--- src/rtl/game_event_ctrl.sv ---
// game_event_ctrl: power-pellet timer, ghost-eat score chain, score, lives and
// the IDLE/PLAY/DYING/OVER game state machine, advanced by the per-frame tick.
// Optional feature macro: EXTRA_LIFE_EN adds one bonus life the first time the
// score reaches 10000 in a game.
module game_event_ctrl #(
  parameter int unsigned POWER_TICKS = 480,
  parameter int unsigned DEATH_TICKS = 120,
  parameter int unsigned START_LIVES = 3
) (
  input  logic        Clk,
  input  logic        Reset,
  input  logic        frame_tick,
  input  logic [3:0]  collide,
  input  logic        pellet_eaten,
  input  logic        power_eaten,
  input  logic        new_game,
  output logic        eat_time,
  output logic [2:0]  ghost_home,
  output logic        pac_respawn,
  output logic        freeze,
  output logic        game_over,
  output logic [1:0]  lives,
  output logic [15:0] score
);

  localparam int unsigned TW = 10;
  localparam int unsigned CW = 10;
  localparam int unsigned SW = 16;

  localparam logic [1:0] S_IDLE  = 2'd0;
  localparam logic [1:0] S_PLAY  = 2'd1;
  localparam logic [1:0] S_DYING = 2'd2;
  localparam logic [1:0] S_OVER  = 2'd3;

  localparam logic [CW-1:0] CHAIN_INIT = CW'(200);
  localparam logic [CW-1:0] CHAIN_MAX  = CW'(800);
  localparam logic [SW-1:0] BONUS_AT   = SW'(10000);

`ifdef EXTRA_LIFE_EN
  localparam bit EXTRA_LIFE = 1'b1;
`else
  localparam bit EXTRA_LIFE = 1'b0;
`endif

  logic [1:0]    state_q, state_d;
  logic [TW-1:0] power_q, power_d;
  logic [TW-1:0] death_q, death_d;
  logic [CW-1:0] chain_q, chain_d;
  logic [SW-1:0] score_q, score_d;
  logic [1:0]    lives_q, lives_d;
  logic          bonus_q, bonus_d;
  logic          eat_time_q, eat_time_d;
  logic [2:0]    ghost_home_q, ghost_home_d;
  logic          pac_respawn_q, pac_respawn_d;
  logic          freeze_q, freeze_d;
  logic          game_over_q, game_over_d;

  logic [2:0]    ghost_sel;
  logic          kill;
  logic [SW:0]   add;
  logic [SW:0]   sum;

  // Ghost priority: lowest collide index wins; a kill only counts with no ghost bit
  always_comb begin
    ghost_sel = 3'b000;
    if (collide[1])      ghost_sel = 3'b001;
    else if (collide[2]) ghost_sel = 3'b010;
    else if (collide[3]) ghost_sel = 3'b100;
    kill = collide[0] && (ghost_sel == 3'b000);
  end

  // Next-state, scoring and pulse generation
  always_comb begin
    state_d       = state_q;
    power_d       = power_q;
    death_d       = death_q;
    chain_d       = chain_q;
    score_d       = score_q;
    lives_d       = lives_q;
    bonus_d       = bonus_q;
    ghost_home_d  = 3'b000;
    pac_respawn_d = 1'b0;
    add           = '0;
    sum           = '0;

    if (new_game) begin
      state_d       = S_PLAY;
      score_d       = '0;
      lives_d       = 2'(START_LIVES);
      power_d       = '0;
      death_d       = '0;
      chain_d       = CHAIN_INIT;
      bonus_d       = 1'b0;
      ghost_home_d  = 3'b111;
      pac_respawn_d = 1'b1;
    end else begin
      case (state_q)
        S_PLAY: begin
          if (pellet_eaten) add = add + (SW+1)'(10);
          if (frame_tick && kill) begin
            state_d = S_DYING;
            lives_d = (lives_q != 2'd0) ? lives_q - 2'd1 : 2'd0;
            power_d = '0;
            death_d = TW'(DEATH_TICKS);
          end else begin
            if (frame_tick && (power_q != '0)) power_d = power_q - TW'(1);
            if (frame_tick && (ghost_sel != 3'b000)) begin
              ghost_home_d = ghost_sel;
              add          = add + (SW+1)'(chain_q);
              chain_d      = (chain_q >= CW'(400)) ? CHAIN_MAX : CW'(chain_q << 1);
            end
            // A power pellet reloads the timer and restarts the chain
            if (power_eaten) begin
              add     = add + (SW+1)'(50);
              power_d = TW'(POWER_TICKS);
              chain_d = CHAIN_INIT;
            end
          end
          sum     = (SW+1)'(score_q) + add;
          score_d = sum[SW] ? {SW{1'b1}} : sum[SW-1:0];
          if (EXTRA_LIFE && !bonus_q && (score_q < BONUS_AT) && (score_d >= BONUS_AT)) begin
            bonus_d = 1'b1;
            if (lives_d != 2'd3) lives_d = lives_d + 2'd1;
          end
        end
        S_DYING: begin
          if (frame_tick) begin
            if (death_q <= TW'(1)) begin
              death_d = '0;
              if (lives_q == 2'd0) begin
                state_d = S_OVER;
              end else begin
                state_d       = S_PLAY;
                ghost_home_d  = 3'b111;
                pac_respawn_d = 1'b1;
              end
            end else begin
              death_d = death_q - TW'(1);
            end
          end
        end
        default: ;
      endcase
    end

    eat_time_d  = (state_d == S_PLAY) && (power_d != '0);
    freeze_d    = (state_d != S_PLAY);
    game_over_d = (state_d == S_OVER);
  end

  // State and output registers
  always_ff @(posedge Clk or posedge Reset) begin
    if (Reset) begin
      state_q       <= S_IDLE;
      power_q       <= '0;
      death_q       <= '0;
      chain_q       <= CHAIN_INIT;
      score_q       <= '0;
      lives_q       <= 2'(START_LIVES);
      bonus_q       <= 1'b0;
      eat_time_q    <= 1'b0;
      ghost_home_q  <= 3'b000;
      pac_respawn_q <= 1'b0;
      freeze_q      <= 1'b1;
      game_over_q   <= 1'b0;
    end else begin
      state_q       <= state_d;
      power_q       <= power_d;
      death_q       <= death_d;
      chain_q       <= chain_d;
      score_q       <= score_d;
      lives_q       <= lives_d;
      bonus_q       <= bonus_d;
      eat_time_q    <= eat_time_d;
      ghost_home_q  <= ghost_home_d;
      pac_respawn_q <= pac_respawn_d;
      freeze_q      <= freeze_d;
      game_over_q   <= game_over_d;
    end
  end

  assign eat_time    = eat_time_q;
  assign ghost_home  = ghost_home_q;
  assign pac_respawn = pac_respawn_q;
  assign freeze      = freeze_q;
  assign game_over   = game_over_q;
  assign lives       = lives_q;
  assign score       = score_q;

endmodule

--- config.mk ---
export PLATFORM = sky130hd
export DESIGN_NAME = game_event_ctrl
export DESIGN_NICKNAME = d
export VERILOG_FILES = /design/src/rtl/game_event_ctrl.sv
export SDC_FILE = /design/constraint.sdc
export NUM_CORES = 1
export LEC_CHECK = 0
export CAP_MARGIN = 40
export CORE_AREA = 4 4 90 92
export DETAILED_ROUTE_END_ITERATION = 10
export DIE_AREA = 0 0 94 96
export GPL_TIMING_DRIVEN = 0
export HOLD_SLACK_MARGIN = 0.05
export MAX_ROUTING_LAYER = met4
export PLACE_DENSITY = 0.86
export SLEW_MARGIN = 20
export SYNTH_ARGS = -nofsm -noshare
export SYNTH_HDL_FRONTEND = slang
export SYNTH_SLANG_ARGS = --single-unit
--- constraint.sdc ---
create_clock -name Clk -period 3.4 [get_ports Clk]
set_input_delay 0.68 -clock Clk [delete_from_list [all_inputs] [get_ports Clk]]
set_output_delay 0.68 -clock Clk [all_outputs]
set_load 0.03 [all_outputs]
Word-level counts from Yosys, hierarchy flattened --
Index checks and enable logic that the tools add are counted.
Operators by class: magnitude comparators 2, reductions and logical operators 18, add/subtract/negate cells 6, equal/unequal tests 8, muxes and demuxes 55
Operators by type and width (number):
- 2-to-1 mux 17 bit | 10
- 2-to-1 mux 10 bit | 15
- 2-to-1 mux 16 bit | 3
- 2-to-1 mux 3 bit | 9
- one-hot mux 10 bit (2 select lines) | 1
- nonzero test 10 bit | 2
- subtractor 10 x 1 -> 10 bit (second input constant) | 2
- 2-to-1 mux 2 bit | 9
- adder 16 x 17 -> 17 bit | 1
- adder 17 x 10 -> 17 bit | 1
- adder 17 x 6 -> 17 bit (second input constant) | 1
- greater-or-equal comparator 10 x 9 -> 1 bit (second input constant) | 1
- <= comparator 10 x 1 -> 1 bit (second input constant) | 1
- nonzero test 3 bit | 3
- != test 3 bit (second input constant) | 2
- one-hot mux 3 bit (2 select lines) | 1
- AND reduction 3 bit | 2
- nonzero test 2 bit | 3
- logical AND 1 bit | 5
- 2-to-1 mux 1 bit | 5
- equality test 2 x 1 -> 1 bit (second input constant) | 2
- equality test 2 bit (second input constant) | 2
- 2-to-1 mux 4 bit | 1
- one-hot mux 2 bit (2 select lines) | 1
- 6 further kinds | 6
Word-level totals: input port bits 10, register bits after elaboration 57, word-level logic and storage cells 100, output and inout bits 25

Logic depth before layout (Yosys ltp) --
Gate-level depths: netlist (run 1).
word-level depth 18, gate-level depth with buffers 16, mapped depth without buffers 15

Worst setup path after synthesis (run 1) --
Ideal clock, no wire load.
kind input -> register, from input pellet_eaten, to register score_q[13], in the netlist score[13], data required time 3.263 ns, setup time 0.137 ns, path buffers 0, stages on the path 14, setup slack -0.451 ns, arrival 3.714 ns, cells stage by stage ha_1 > ha_1 > xor2_1 > o211ai_1 > nor4_1 > nand4b_1 > a211o_1 > a21oi_1 > ha_1 > and3_1 > and3_1 > a221oi_1 > xor2_1 > o21ai_0
Between the ends: cells in the longest elaborated chain, start to end 17
RTL lines:
- start: declaration | line 14 | input logic pellet_eaten,
- 2-to-1 mux 4 bit (*) | line 99 | if (pellet_eaten) add = add + (SW+1)'(10);
- 2-to-1 mux 17 bit (*) | line 97 | case (state_q)
- 2-to-1 mux 17 bit (*) | line 86 | if (new_game) begin
- adder 17 x 10 -> 17 bit | line 109 | add = add + (SW+1)'(chain_q);
- 2-to-1 mux 17 bit | line 107 | if (frame_tick && (ghost_sel != 3'b000)) begin
- 2-to-1 mux 17 bit | line 100 | if (frame_tick && kill) begin
- 2-to-1 mux 17 bit | line 97
- 2-to-1 mux 17 bit | line 86
- adder 17 x 6 -> 17 bit | line 114 | add = add + (SW+1)'(50);
- 2-to-1 mux 17 bit | line 113 | if (power_eaten) begin
- 2-to-1 mux 17 bit (*) | line 100
- 2-to-1 mux 17 bit (*) | line 97
- 2-to-1 mux 17 bit (*) | line 86
- adder 16 x 17 -> 17 bit (*) | line 119 | sum = (SW+1)'(score_q) + add;
- 2-to-1 mux 16 bit (*) | line 120 | score_d = sum[SW] ? {SW{1'b1}} : sum[SW-1:0];
- 2-to-1 mux 16 bit (*) | line 97
- 2-to-1 mux 16 bit (*) | line 86
- end signal: assignment | line 171 | score_q <= score_d;
- end: declaration | line 49 | logic [SW-1:0] score_q, score_d;
Every way passes the cells marked *; elsewhere a longest branch is shown, timed or not. The select of a mux whose other input is x is not followed. A chain may end at the register's enable or synchronous reset.

Worst setup path after layout (run 1) --
from input pellet_eaten, to register score_q[4], in the netlist score[4]
Same word-level chain as after synthesis.

==> results of run 1 <==
==> final timing paths <==
kind / slack [ps] / startpoint / end
max: -100 / pellet_eaten / score[4]
min: 480 / death_q[8] / death_q[8]
max reg2reg: -90 / chain_q[3] / score[4]
min reg2reg: 480 / death_q[8] / death_q[8]
max in group asynchronous: 2040 / Reset / chain_q[6]
min in group asynchronous: 720 / Reset / score[12]
==> layer usage <==
layer | wire (µm) | track usage [%]
met1 | 4152 | 28.23
met2 | 4722 | 38.62
met3 | 606 | 3.049
met4 | 236 | 9.507
met5 | 0 | -
==> area by class of cell <==
cell class | count | area [µm²] | area share, %
Sequential cell | 54 | 1359 | 30.08
Multi-Input combinational cell | 337 | 2338 | 51.77
Timing Repair Buffer | 44 | 419.2 | 9.280
Clock inverter | 2 | 13.76 | 0.3047
Tap cell | 99 | 123.9 | 2.742
Clock buffer | 6 | 72.57 | 1.607
Inverter | 27 | 101.3 | 2.244
Buffer | 17 | 88.84 | 1.967
==> sequential cells by signal (all words and copies together), names as in the netlist <==
name and flops:
chain_q 7, eat_time 1, pac_respawn 1, game_over 1
freeze 1, lives 2, state_q 2, power_q 10
ghost_home 3, death_q 10, score 16
==> worst max-delay path, delay by kind of cell <==
family	cells	cell delay, ps
AO/OA/AOI/OAI	5	780
XOR/XNOR	1	200
adder cells (fa/ha/maj)	3	660
buffers and inverters	3	490
AND/OR/NAND/NOR	5	870
==> metrics by stage <==
stage | instances | hold WS [ps]
3_5_place_dp | 568 | 469.0
6_report | 586 | 483.7
2_1_floorplan | 435 | 445.0
3_3_place_gp | 567 | 461.8
4_1_cts | 585 | 482.1
5_1_grt | 586 | 512.3
==> where the power goes <==
part	leakage [µW]	switching [µW]	internal, µW
Clock	0.0000452	222	146
Sequential	0.000693	84.8	726
Combinational	0.00115	556	392
Total	0.00189	863	1260
==> cell families (layout without fill, tap and decap cells) <==
group | count (synthesis) | after routing
DFF | 54 | 54
muxes | 3 | 3
buffers and inverters | 44 | 96
and+or+nand+nor | 165 | 165
xor gates and xnor gates | 19 | 19
other | 1 | 1
AOI/OAI and AO/OA | 129 | 129
adders and majority gates | 20 | 20
==> cell usage after synthesis, types with 5 or more instances <==
master / instances / share of area, %
nor4_1: 6 / 1.0
a21o_1: 10 / 2.0
clkbuf_1: 12 / 1.2
a21oi_1: 19 / 2.6
dfstp_2: 6 / 4.3
o41ai_1: 5 / 1.2
xor2_1: 10 / 2.4
a211oi_1: 10 / 2.0
nor3_1: 9 / 1.2
o211ai_1: 5 / 1.0
and3_1: 5 / 0.84
a221oi_1: 5 / 1.2
nor2_1: 46 / 4.7
or3_1: 6 / 1.0
nand3_1: 13 / 1.8
ha_1: 19 / 6.4
o21ai_0: 32 / 4.3
nor2b_1: 6 / 1.0
nand2_1: 44 / 4.5
xnor2_1: 9 / 2.1
dfrtp_1: 48 / 32
o21bai_1: 7 / 1.4
inv_1: 26 / 2.6
==> what timing repair did <==
action	CTS	global route
pin swaps	20	7
resized for setup	34	2
buffers inserted	9	1
endpoints found under the setup margin	16	16
==> impl_metrics.json, run 1 <==
{
  "crit_slowest_cell": "ha_1",
  "worst_r2r_path_depth": 16,
  "start_kind": "primary input",
  "coreArea_um2": 7214,
  "die_h_um": 96,
  "grt_pass1_wl_um": 16130,
  "antenna_found_initial": 0,
  "yosys.area_share.simple_pct": 21.79,
  "final_common_cell": "dfrtp_1",
  "maxCapViolations": 0,
  "drt_wl_total_um": 9718,
  "ys_ff_latch": 54,
  "cts-buffers-inserted": 5,
  "grt_pass1_vias": 3414,
  "p_per_area_nw_per_um2": 470.9,
  "ys_types": 64,
  "synth_compound_area_share_pct": 24.36,
  "grt_overflow": 0,
  "io_buffers": 33,
  "cp_cell_sequence": "buf_4 > ha_4 > ha_4 > xor2_2 > o211ai_1 > nor4_2 > buf_4 > nand2_1 > nor3b_1 > ha_1 > and3_4 > a221oi_4 > a21o_1 > a21oi_2 > nor2b_1 > clkbuf_8 > a211oi_2",
  "crit_required_ps": 3590,
  "synthArstFlopShare_pct": 100.0,
  "cp_max_fo": 8,
  "nFillCells": 625,
  "antenna_cells": 0,
  "finalCritPeriodShare_pct": 102.8,
  "path_clk_slew_ps": 110,
  "first_pass_iters": 5,
  "synth_adder_area_share_pct": 6.959,
  "netlist_area_um2": 3704,
  "violations": "negative setup slack",
  "drtAntennaViolNets": 0,
  "synth_xor_area_share_pct": 4.493,
  "cts.sinks": 54,
  "setup_viol": 15,
  "power_uw": 2127,
  "endpoint_kind": "flip-flop",
  "ys_seq_area_share_pct": 36.69,
  "avgSynthCellArea_um2": 8.514,
  "dr_total_vias": 3604,
  "synth_top_family_by_area": "compound AO/OA/AOI/OAI gates",
  "clk_latency_ps": 330,
  "root_buffer": "clkbuf_8",
  "utilization_pct": 62.61,
  "initial_core_util_pct": 51.34,
  "tns_ps": -929.5,
  "cts_hold_buffers": 0,
  "worst_slack_ps": -96.13,
  "die_area_um2": 9024,
  "crit_type": "in2reg",
  "ir_drop_mv": 0.2241,
  "row_count": 31,
  "post_drt_via_cell_ratio": 6.150,
  "dpl-instance-area_um2": 4233,
  "final-hold-violation-count": 0,
  "gp_congestion": 0.9685,
  "status": "finished with violations",
  "die_w_um": 94,
  "wl_per_cell_um": 16.58,
  "tightestPinTransition_ps": 748.7,
  "grt_use_total_pct": 23.05,
  "pin_count": 35,
  "cts.path.max_buffers": 2,
  "synthCells": 435,
  "syn_to_final_growth_pct": 21.96,
  "dp_hpwl_um": 6817,
  "finClkSkew_ps": 13.67,
  "hold_depth": 1,
  "nets": 516,
  "cpPeakStageDelay_ps": 330,
  "finalInstanceArea_um2": 4517,
  "leakage_uw": 0.001891,
  "fmax_ghz": 0.2860,
  "yosys_warnings": 0,
  "drt_iter0_markers": 403,
  "htree_levels": 2,
  "cts_tree": "built",
  "arrival_ps": 3680,
  "pre_cts_slack_ps": -1081,
  "relSlewSlack_pct": 49.71,
  "slew_viol_final": 0,
  "synth_nets": 465,
  "drcViolationCount": 0,
  "hold_class": "reg2reg",
  "rsz0062_at_grt": "true",
  "period_needed_ps": 3496,
  "muxShareOfSynthArea_pct": 0.8446,
  "synth-edff-count": 0,
  "grt_start_max_net_pins": 30,
  "layout-drive-gt1-share_pct": 14.37,
  "yosys_most_used_dff": "dfrtp_1",
  "layout_common_cells": "48 x dfrtp_1, 45 x nor2_1, 42 x nand2_1"
}
Power figures use the tool's default switching activity.
==> inputs of run 2 (changes only) <==
GPL_ROUTABILITY_DRIVEN = 0   (was unset)
==> results of run 2 <==
Same layout as run 1: the final DEF is identical, and so are final timing and power.
==> variant (settings of run 1) <==
Build with the macro `EXTRA_LIFE_EN` defined.
--- a/src/rtl/game_event_ctrl.sv
+++ b/src/rtl/game_event_ctrl.sv
@@ -3,4 +3,6 @@
 // Optional feature macro: EXTRA_LIFE_EN adds one bonus life the first time the
 // score reaches 10000 in a game.
+`define EXTRA_LIFE_EN
+
 module game_event_ctrl #(
   parameter int unsigned POWER_TICKS = 480,
Check against the original RTL: same outputs for any inputs over 4 cycles, from zero or initial values and one cycle with Reset high; that may be too few to reach the edited logic, so the function may still have changed.
==> variant against run 1 <==
  * The run still ends with setup timing left
  * Hold slack improved by 0.035 ns
  * Routed wire length increased by 2.0%
  * Fmax decreased by 13%
  * Design area increased by 7.7%
  * Sequential power increased by 13%
  * Power increased by 33%
  * Sequential cell count increased by 1
  * Worst setup slack got worse by 0.51 ns
  * Global-route usage increased by 0.23 points
  * Synthesized area increased by 2.8%
  * Via count increased by 2.6%
==> variant: results (changes against run 1) <==
STA
  • Final setup fails: 19 (+4)
  • Least-Margin Pin Slew: 0.688 ns (-0.0602 ns)
  • Skew final: 0.0156 ns (+0.00197 ns)
  • PnR worst setup slack: -0.611 ns (-0.515 ns)
  • Setup TNS Final: -5.39 ns (-4.46 ns)

Yosys
  • Synth warn: 0 (unchanged)
  • Syn Nets: 489 (+5.2%)
  • Post-synth top cells: nor2_1, dfrtp_1, nand2_1
  • Netlist cell types: 66 (+3.1%)
  • Top post-synthesis cells by area: dfrtp_1, ha_1, nor2_1
  • Post-Synthesis Cells: 459 (+5.5%)
  • Part of the Yosys area used for sequential elements: 36.3% (-0.36 points)

GRT
  • Met3 global-route usage: 2.66% (-0.39 points)
  • First-pass GRT wire length: 16.5 mm (+2.3%)
  • Largest net degree at the start of global routing: 56 (+87%)
  • Met2 usage: 39.7% (+1.1 points)
  • Initial antenna violation count: 0 (unchanged)
  • All-layer global routing usage: 23.3% (+0.23 points)
  • Met1 GRT Util: 28.9% (+0.71 points)
  • Vias in the first global route: 3,571 (+4.6%)

Power
  • Max IR drop VDD: 0.372 mV (+66%)
  • Psw: 1.23 mW (+42%)
  • P_leak: 2.09 nW (+10%)

Cells and area
  • Fill cell count: 588 (-5.9%)
  • Final std cells w/o fill: 619 (+5.6%)
  • Layout Nets: 549 (+6.4%)
  • Max FFs per register: 16 (unchanged)
  • Layout cells sized above 1: 21.2% (+6.8 points)
  • ANT cells: 0 (unchanged)

Route
  • Via count: 3,696 (+2.6%)
  • Metal3 WL: 515 um (-15%)
  • Starting DRT DRC Count: 262 (-35%)
  • Routed metal-1 wire length: 4.25 mm (+2.3%)
  • Total Wirelength: 9.91 mm (+2.0%)
  • Met2 routed WL: 4.92 mm (+4.2%)
  • Pre-antenna DRT Iters: 5 (unchanged)

Placed design
  • DP Area: 4420 um2 (+4.4%)
  • I/O Buffers: 32 (-3.0%)
  • HPWL after DPL: 6.89 mm (+0.99%)
  • DP Worst Slack: -1.71 ns (-0.627 ns)
  • Inst Count DP: 590 (+3.9%)
  • Placer Congestion: 0.947 (-2.3%)

Clock tree
  • # Post-CTS Setup Buffers: 18 (+9)
  • Clock Latency Late Sink: 0.31 ns (-0.02 ns)
  • Max Buffers Root-to-Sink: 2 (unchanged)
  • Root buf cell: clkbuf_8
  • CTS Buf Count: 5 (unchanged)
  • Post-CTS sizing: 38 (+12%)

Status
  • Failing checks: setup timing
  • Status: complete, but fails checks

Worst setup path
  • R2r setup slk: -0.61 ns (-0.52 ns)
  • Reg2Reg Depth: 16 (unchanged)
  • CP arrival: 4.25 ns (+0.57 ns)
  • Slowest CP cell: dfstp_2
  • Worst stage delay on the critical path: 0.56 ns (+0.23 ns)
  • RR Endpoint: lives[0]
  • CP startpoint: chain_q[3]
  • Largest delay share family, worst path: simple AND/OR/NAND/NOR gates
  • Crit. End Element: register
  • Crit Path Max Fanout: 4 (-4)
## variant: cell families after synthesis
kind of cell,count (synthesis),synth area share (%)
compound gates,120,21.3
xor+xnor,20,4.60
fa+ha+maj,21,7.03
buf+inv,51,5.29
flops,55,36.3
mux,6,1.87
other cells,1,0.0985
simple gates,185,23.5
## variant: layout make-up
type | instances | area [um2] | area share (%)
plain buffers | 19 | 111 | 2.29
clock buffers | 7 | 86.3 | 1.77
clock inverters | 1 | 8.76 | 0.180
inverters | 30 | 115 | 2.37
multi-input cells | 353 | 2530 | 52.1
flip-flops and latches | 55 | 1380 | 28.4
well taps | 99 | 124 | 2.55
repair buffers | 55 | 503 | 10.3
## variant: worst min path at each step
stage / start / end / slack, ns / cells after the start
finish: score[0] / score[0] / 0.52 / 2
global route: score[0] / score[0] / 0.55 / 2
CTS: death_q[6] / death_q[6] / 0.52 / 1
detailed placement: score[0] / score[0] / 0.50 / 2
global placement: score[0] / score[0] / 0.49 / 2
floorplan: bonus_q / bonus_q / 0.46 / 2
## variant: power by group through the flow
stage | clock network, mW | registers [mW] | logic (mW)
6_report | 0.380 | 0.915 | 1.53
5_1_grt | 0.418 | 0.935 | 1.66
4_1_cts | 0.393 | 0.914 | 1.48
3_5_place_dp | 0 | 0.924 | 1.39
3_3_place_gp | 0 | 0.917 | 1.35
2_1_floorplan | 0 | 1.02 | 0.928
## variant: worst register-to-register path: stages, from the launching register on
cell     delay, ns
dfstp_2       0.56
ha_4          0.15
ha_4          0.17
nand3_2       0.09
xor2_2        0.22
nor3_4        0.20
o21ai_2       0.07
xor2_1        0.14
nor2_1        0.16
ha_1          0.31
a211o_1       0.32
o31ai_4       0.25
o21a_1        0.21
mux2_4        0.32
or3_4         0.39
or2_0         0.22
a32oi_2       0.17
